--- src/rtl/instr_mem_arbiter_if.sv ---
`default_nettype none
// ---------------------------------------------------------------------------
// instr_mem_arbiter_if : CPU fetch slots, host write port and BRAM bus bundle
// Rev 1.0
// ---------------------------------------------------------------------------
interface instr_mem_arbiter_if #(
  parameter int N_CPU             = 4,
  parameter int MEMORY_WIDTH      = 16,
  parameter int MEMORY_ADDR_WIDTH = 11
);
  logic                                 arb_enable;
  logic [N_CPU-1:0]                     cpu_mem_valid;
  logic [N_CPU*MEMORY_ADDR_WIDTH-1:0]   cpu_mem_addr;
  logic [N_CPU-1:0]                     cpu_mem_ready;
  logic [MEMORY_WIDTH-1:0]              cpu_mem_data;
  logic                                 host_we;
  logic [MEMORY_ADDR_WIDTH-1:0]         host_addr;
  logic [MEMORY_WIDTH-1:0]              host_wdata;
  logic                                 bram_en;
  logic                                 bram_we;
  logic [MEMORY_ADDR_WIDTH-1:0]         bram_addr;
  logic [MEMORY_WIDTH-1:0]              bram_wdata;
  logic [MEMORY_WIDTH-1:0]              bram_dout;
  logic                                 pending;

  modport slave (
    input  arb_enable, cpu_mem_valid, cpu_mem_addr,
           host_we, host_addr, host_wdata, bram_dout,
    output cpu_mem_ready, cpu_mem_data,
           bram_en, bram_we, bram_addr, bram_wdata, pending
  );

  modport master (
    output arb_enable, cpu_mem_valid, cpu_mem_addr,
           host_we, host_addr, host_wdata, bram_dout,
    input  cpu_mem_ready, cpu_mem_data,
           bram_en, bram_we, bram_addr, bram_wdata, pending
  );
endinterface
`default_nettype wire

--- src/rtl/instr_mem_arbiter.sv ---
`default_nettype none
// ---------------------------------------------------------------------------
// instr_mem_arbiter : round-robin CPU fetch arbiter with priority host writes
// Rev 1.0
// ---------------------------------------------------------------------------
module instr_mem_arbiter #(
  parameter int N_CPU             = 4,
  parameter int MEMORY_WIDTH      = 16,
  parameter int MEMORY_ADDR_WIDTH = 11
) (
  input  logic               clk,
  input  logic               rst,
  instr_mem_arbiter_if.slave bus
);
  localparam int PW = (N_CPU > 1) ? $clog2(N_CPU) : 1;
  localparam int AW = MEMORY_ADDR_WIDTH;
  localparam int MW = MEMORY_WIDTH;

  logic [PW-1:0]    rr_ptr_q, rr_ptr_d;
  logic [N_CPU-1:0] ready_q, ready_d;
  logic             en_q, en_d;
  logic             we_q, we_d;
  logic [AW-1:0]    addr_q, addr_d;
  logic [MW-1:0]    wdata_q, wdata_d;

  logic [AW-1:0]    slot_addr [N_CPU];
  logic [N_CPU-1:0] eligible;
  logic             found;
  logic [PW-1:0]    grant_idx;
  logic [PW-1:0]    probe;

  for (genvar i = 0; i < N_CPU; i++) begin : g_slot
    assign slot_addr[i] = bus.cpu_mem_addr[i*AW +: AW];
  end

  // Masking by the live grant keeps a CPU that still holds valid in its
  // grant cycle from being accepted twice.
  always_comb begin
    eligible  = bus.cpu_mem_valid & ~ready_q;
    found     = 1'b0;
    grant_idx = '0;
    probe     = '0;
    for (int k = 0; k < N_CPU; k++) begin
      probe = PW'((int'(rr_ptr_q) + k) % N_CPU);
      if (!found && eligible[probe]) begin
        found     = 1'b1;
        grant_idx = probe;
      end
    end
  end

  always_comb begin
    ready_d  = '0;
    en_d     = 1'b0;
    we_d     = 1'b0;
    addr_d   = addr_q;
    wdata_d  = wdata_q;
    rr_ptr_d = rr_ptr_q;
    if (bus.host_we) begin
      we_d    = 1'b1;
      addr_d  = bus.host_addr;
      wdata_d = bus.host_wdata;
    end else if (bus.arb_enable && found) begin
      ready_d[grant_idx] = 1'b1;
      en_d               = 1'b1;
      addr_d             = slot_addr[grant_idx];
      rr_ptr_d           = PW'((int'(grant_idx) + 1) % N_CPU);
    end
  end

  always_ff @(posedge clk or negedge rst) begin
    if (!rst) begin
      rr_ptr_q <= '0;
      ready_q  <= '0;
      en_q     <= 1'b0;
      we_q     <= 1'b0;
      addr_q   <= '0;
      wdata_q  <= '0;
    end else begin
      rr_ptr_q <= rr_ptr_d;
      ready_q  <= ready_d;
      en_q     <= en_d;
      we_q     <= we_d;
      addr_q   <= addr_d;
      wdata_q  <= wdata_d;
    end
  end

  assign bus.cpu_mem_ready = ready_q;
  assign bus.bram_en       = en_q;
  assign bus.bram_we       = we_q;
  assign bus.bram_addr     = addr_q;
  assign bus.bram_wdata    = wdata_q;
  assign bus.cpu_mem_data  = bus.bram_dout;
  assign bus.pending       = |bus.cpu_mem_valid;

endmodule
`default_nettype wire

--- src/flat_wrapper.sv ---
// flat-port wrapper written by rule: the top's interface ports become plain ports
module instr_mem_arbiter_flat 
#(
  parameter int N_CPU             = 4,
  parameter int MEMORY_WIDTH      = 16,
  parameter int MEMORY_ADDR_WIDTH = 11
)
  (clk, rst, bus_arb_enable, bus_cpu_mem_valid, bus_cpu_mem_addr, bus_host_we, bus_host_addr, bus_host_wdata, bus_bram_dout, bus_cpu_mem_ready, bus_cpu_mem_data, bus_bram_en, bus_bram_we, bus_bram_addr, bus_bram_wdata, bus_pending);
  instr_mem_arbiter_if #(.N_CPU(N_CPU), .MEMORY_WIDTH(MEMORY_WIDTH), .MEMORY_ADDR_WIDTH(MEMORY_ADDR_WIDTH)) bus_i ();
  input  logic clk;
  input  logic rst;
  input wire logic [$bits(bus_i.arb_enable)-1:0] bus_arb_enable;
  input wire logic [$bits(bus_i.cpu_mem_valid)-1:0] bus_cpu_mem_valid;
  input wire logic [$bits(bus_i.cpu_mem_addr)-1:0] bus_cpu_mem_addr;
  input wire logic [$bits(bus_i.host_we)-1:0] bus_host_we;
  input wire logic [$bits(bus_i.host_addr)-1:0] bus_host_addr;
  input wire logic [$bits(bus_i.host_wdata)-1:0] bus_host_wdata;
  input wire logic [$bits(bus_i.bram_dout)-1:0] bus_bram_dout;
  output wire logic [$bits(bus_i.cpu_mem_ready)-1:0] bus_cpu_mem_ready;
  output wire logic [$bits(bus_i.cpu_mem_data)-1:0] bus_cpu_mem_data;
  output wire logic [$bits(bus_i.bram_en)-1:0] bus_bram_en;
  output wire logic [$bits(bus_i.bram_we)-1:0] bus_bram_we;
  output wire logic [$bits(bus_i.bram_addr)-1:0] bus_bram_addr;
  output wire logic [$bits(bus_i.bram_wdata)-1:0] bus_bram_wdata;
  output wire logic [$bits(bus_i.pending)-1:0] bus_pending;
  assign bus_i.arb_enable = bus_arb_enable;
  assign bus_i.cpu_mem_valid = bus_cpu_mem_valid;
  assign bus_i.cpu_mem_addr = bus_cpu_mem_addr;
  assign bus_i.host_we = bus_host_we;
  assign bus_i.host_addr = bus_host_addr;
  assign bus_i.host_wdata = bus_host_wdata;
  assign bus_i.bram_dout = bus_bram_dout;
  assign bus_cpu_mem_ready = bus_i.cpu_mem_ready;
  assign bus_cpu_mem_data = bus_i.cpu_mem_data;
  assign bus_bram_en = bus_i.bram_en;
  assign bus_bram_we = bus_i.bram_we;
  assign bus_bram_addr = bus_i.bram_addr;
  assign bus_bram_wdata = bus_i.bram_wdata;
  assign bus_pending = bus_i.pending;
  instr_mem_arbiter #(.N_CPU(N_CPU), .MEMORY_WIDTH(MEMORY_WIDTH), .MEMORY_ADDR_WIDTH(MEMORY_ADDR_WIDTH)) u_core (.clk(clk), .rst(rst), .bus(bus_i));
endmodule
--- config.mk ---
export PLATFORM = sky130hd
export DESIGN_NAME = instr_mem_arbiter_flat
export DESIGN_NICKNAME = d
export VERILOG_FILES = /design/src/rtl/instr_mem_arbiter_if.sv /design/src/rtl/instr_mem_arbiter.sv /design/src/flat_wrapper.sv
export SDC_FILE = /design/constraint.sdc
export NUM_CORES = 1
export LEC_CHECK = 0
export ABC_CLOCK_PERIOD_IN_PS = 3900
export CAP_MARGIN = 15
export CORE_MARGIN = 5
export CORE_UTILIZATION = 25
export DETAILED_ROUTE_END_ITERATION = 12
export GPL_TIMING_DRIVEN = 0
export MAX_ROUTING_LAYER = met4
export PLACE_DENSITY = 0.6
export REMOVE_ABC_BUFFERS = 1
export SLEW_MARGIN = 20
export SYNTH_ARGS = -nofsm -noshare
export SYNTH_HDL_FRONTEND = slang
export SYNTH_SLANG_ARGS = --single-unit
--- constraint.sdc ---
create_clock -name clk -period 3.9 [get_ports clk]
set_input_delay 0.78 -clock clk [delete_from_list [all_inputs] [get_ports clk]]
set_output_delay 0.78 -clock clk [all_outputs]
set_load 0.02 [all_outputs]
==> run_results.csv <==
group,metric,value,unit
timing,fin_skew,0.00600,ns
global_routing,overflow,0,
clocking,cts_root_buf,"clkbuf_8",
timing,fmaxAchievable,328,MHz
timing,tightest_slew,0.777,ns
timing,setup_viol,0,
synthesis,synthSimpleGateAreaFrac,10.0,%
synthesis,synth_top_family_by_area,"multiplexers",
clocking,clk_latency,0.28,ns
timing,period_needed,3.04,ns
clocking,cts_tree,"yes",
global_routing,first_global_vias,1953,
detailed_routing,viasPerCell,4.61,
clocking,cts.repair.resized,0,
global_routing,antenna_found_initial,0,
synthesis,syn_area_per_cell,12.2,sq um
timing,holdWs,0.445,ns
detailed_routing,drcViolationCount,0,
critical_path,crit_path_cell_trace,"clkdlybuf4s50_1, or4_1, clkdlybuf4s50_1",
clocking,cts_buffers,5,
critical_path,crit_top_cell,"clkdlybuf4s50_1",
global_routing,grt_pass1_wl,9850,microns
detailed_routing,route.vias.total,1683,
placed_design,placed_cell_area,3180,sq um
critical_path,worstPathRequired,3.12,ns
timing,rsz0062_at_grt,"no",
synthesis,synth_compound_area_share,17.1,%
layout,syn_to_final_growth,61.8,%
layout,fin_nets,357,
timing,fin_tns_setup,0,ns
placed_design,dp_hpwl,4730,microns
timing,slew_violations,0,
synthesis,synthAdderAreaFrac,0,%
clocking,clk_path_buf_depth,2,
job,drv_cap,0,
placed_design,dp_worst_setup_slack,0.557,ns
critical_path,critPathSlowestCell,"clkdlybuf4s50_1",
clocking,clkTransAtPathRegs,0.07,ns
timing,timing.final.ws_setup,0.856,ns
synthesis,synthCells,166,
run_status,status,"finished, final reports clean",
critical_path,cp.arrival,2.26,ns
power,p_leak,1.33,nW
synthesis,synth_area_leaders,"dfrtp_1 43%, mux2i_1 11%, mux2_2 8.9%",
synthesis,yosysTopAreaCell,"dfrtp_1",
global_routing,grt_max_degree,22,
clocking,cts.htree.levels,2,
clocking,cts.sinks,35,
critical_path,path_max_fanout,3,
floorplan,coreArea,7810,sq um
synthesis,synthDominantCellAreaShare,43.3,%
synthesis,ys_seq_area_share,43.3,%
power,ir_drop,0.149,mV
floorplan,ios,145,
critical_path,endpoint_kind,"output port",
critical_path,worstSetupPathType,"input pin to output port",
placed_design,gp_congestion,0.730,
synthesis,yosys_warnings,0,
layout,final_util,42.0,%
critical_path,critPathBufInv,2,
power,power_density,412,nW/um^2
hold_path,holdCritPathClass,"input pin to asynchronous set/reset pin",
timing,min_period_over_period,78.1,%
critical_path,worst_setup_path_start_kind,"input pin",
critical_path,cpPeakStageDelay,0.55,ns
floorplan,initial_core_util,25.9,%
synthesis,ys_types,35,
layout,diodes,0,
synthesis,synthXorXnorAreaFrac,0.433,%
timing,hold_viol,0,
placed_design,numPortBuffers,112,
power,power,1.35,mW
clocking,post_cts_buffers,0,
timing,maxSlewHeadroom,48.2,%
floorplan,dieArea,10000,sq um
detailed_routing,drt_iter0_markers,10,
floorplan,rows,32,
clocking,ctsHoldBuffers,0,
detailed_routing,wl_per_cell,16.6,microns
critical_path,cpLargestDelayFamily,"buffers and inverters",
layout,stdcell_area,3280,sq um
floorplan,fp.dieH,100,microns
synthesis,synthMuxAreaShare,19.8,%
synthesis,synth-seq-cells,35,
floorplan,fp.dieW,100,microns
layout,instances_no_fill,365,
detailed_routing,dr.pass1.iters,4,
placed_design,place_inst,357,
synthesis,syn_area,2020,sq um
layout,drive_gt1_share,18.3,%
detailed_routing,routed_wl,6060,microns
global_routing,grt_usage,12.8,%
detailed_routing,ant_nets,0,
## area by class of cell
cell class | instances | area, sq um
clock buffers | 8 | 100
inverters | 2 | 7.51
flip-flops and latches | 35 | 876
multi-input cells | 103 | 971
well taps | 102 | 128
repair buffers | 115 | 1190
fillers | 784 | 4530
## synthesized netlist by cell type (all sizes together)
cell type	instances
o31ai	11
or3	1
o221ai	1
and2	1
o21a	1
nor2	4
a2bb2oi	1
nor4b	1
a211oi	1
a31oi	1
o21ai	1
or4	1
xnor2	1
mux2	16
a21boi	1
mux2i	22
nor2b	4
a21oi	1
and2b	1
dfrtp	35
and3	1
nand2	3
o32ai	1
o41a	1
o211ai	1
clkbuf	3
inv	2
a221oi	11
buf	23
nand2b	14
## layout by cell type, fill, tap and decap left out, types with 2 or more instances in the layout
| cell | netlist | layout |
|---|---|---|
| nand2b_1 | 13 | 13 |
| mux2i_1 | 22 | 22 |
| buf_2 | 0 | 2 |
| o31ai_1 | 11 | 11 |
| clkdlybuf4s50_1 | 0 | 110 |
| nor2_1 | 4 | 3 |
| nor2b_4 | 2 | 2 |
| mux2_2 | 16 | 16 |
| dfrtp_1 | 35 | 35 |
| buf_16 | 0 | 3 |
| clkbuf_8 | 0 | 7 |
| nor2b_1 | 2 | 2 |
| a221oi_2 | 11 | 11 |
| nand2_1 | 3 | 3 |
## worst reg2reg max path, cell delays in order (launching register included)
cell	delay, ns
dfrtp_1	0.38
and2b_2	0.30
o41a_1	0.56
nand2b_2	0.19
nor2_2	0.63
a221oi_2	0.16
## kinds of logic after synthesis
kind of cell	count (synthesis)
flip-flops	35
AND/OR/NAND/NOR	31
buffers and inverters	28
multiplexers	38
XOR/XNOR	1
AO/OA/AOI/OAI	33
## routing by layer
metal | vias to the layer above | global-route usage (%) | share of wire, %
met5 | - | - | 0
met4 | 0 | 2.80 | 0.76
met3 | 5 | 5.00 | 8.9
met2 | 94 | 18.8 | 44
met1 | 788 | 16.8 | 46
li1 | 796 | - | -
## registers in the layout (all words and copies together), names as in the netlist
register and flops:
u_core.bus.bram_wdata 16, u_core.bus.cpu_mem_ready 4, u_core.bus.bram_en 1, u_core.rr_ptr_q 2, u_core.bus.bram_we 1, u_core.bus.bram_addr 11
## power by group
part | leakage (nW) | switching [mW] | total, mW | internal, mW
clock | 0.0515 | 0.128 | 0.289 | 0.161
combinational | 0.864 | 0.276 | 0.598 | 0.322
sequential | 0.413 | 0.0425 | 0.462 | 0.419
## worst paths after layout
path / start / end / slack, ns / cells after the start
worst max-delay path: bus_cpu_mem_valid[2] / bus_pending / 0.86 / 3
worst min-delay path: rst / u_core.bus.bram_wdata[11] / 0.45 / 1
worst max register to register: u_core.bus.cpu_mem_ready[1] / u_core.bus.bram_addr[2] / 1.53 / 5
worst min register to register: u_core.bus.bram_wdata[4] / u_core.bus.bram_wdata[4] / 0.51 / 1
max in group asynchronous: rst / u_core.bus.bram_addr[5] / 3.00 / 2
min in group clk: u_core.bus.bram_wdata[4] / u_core.bus.bram_wdata[4] / 0.51 / 1
Note: power is estimated with default switching activity, not from simulation.
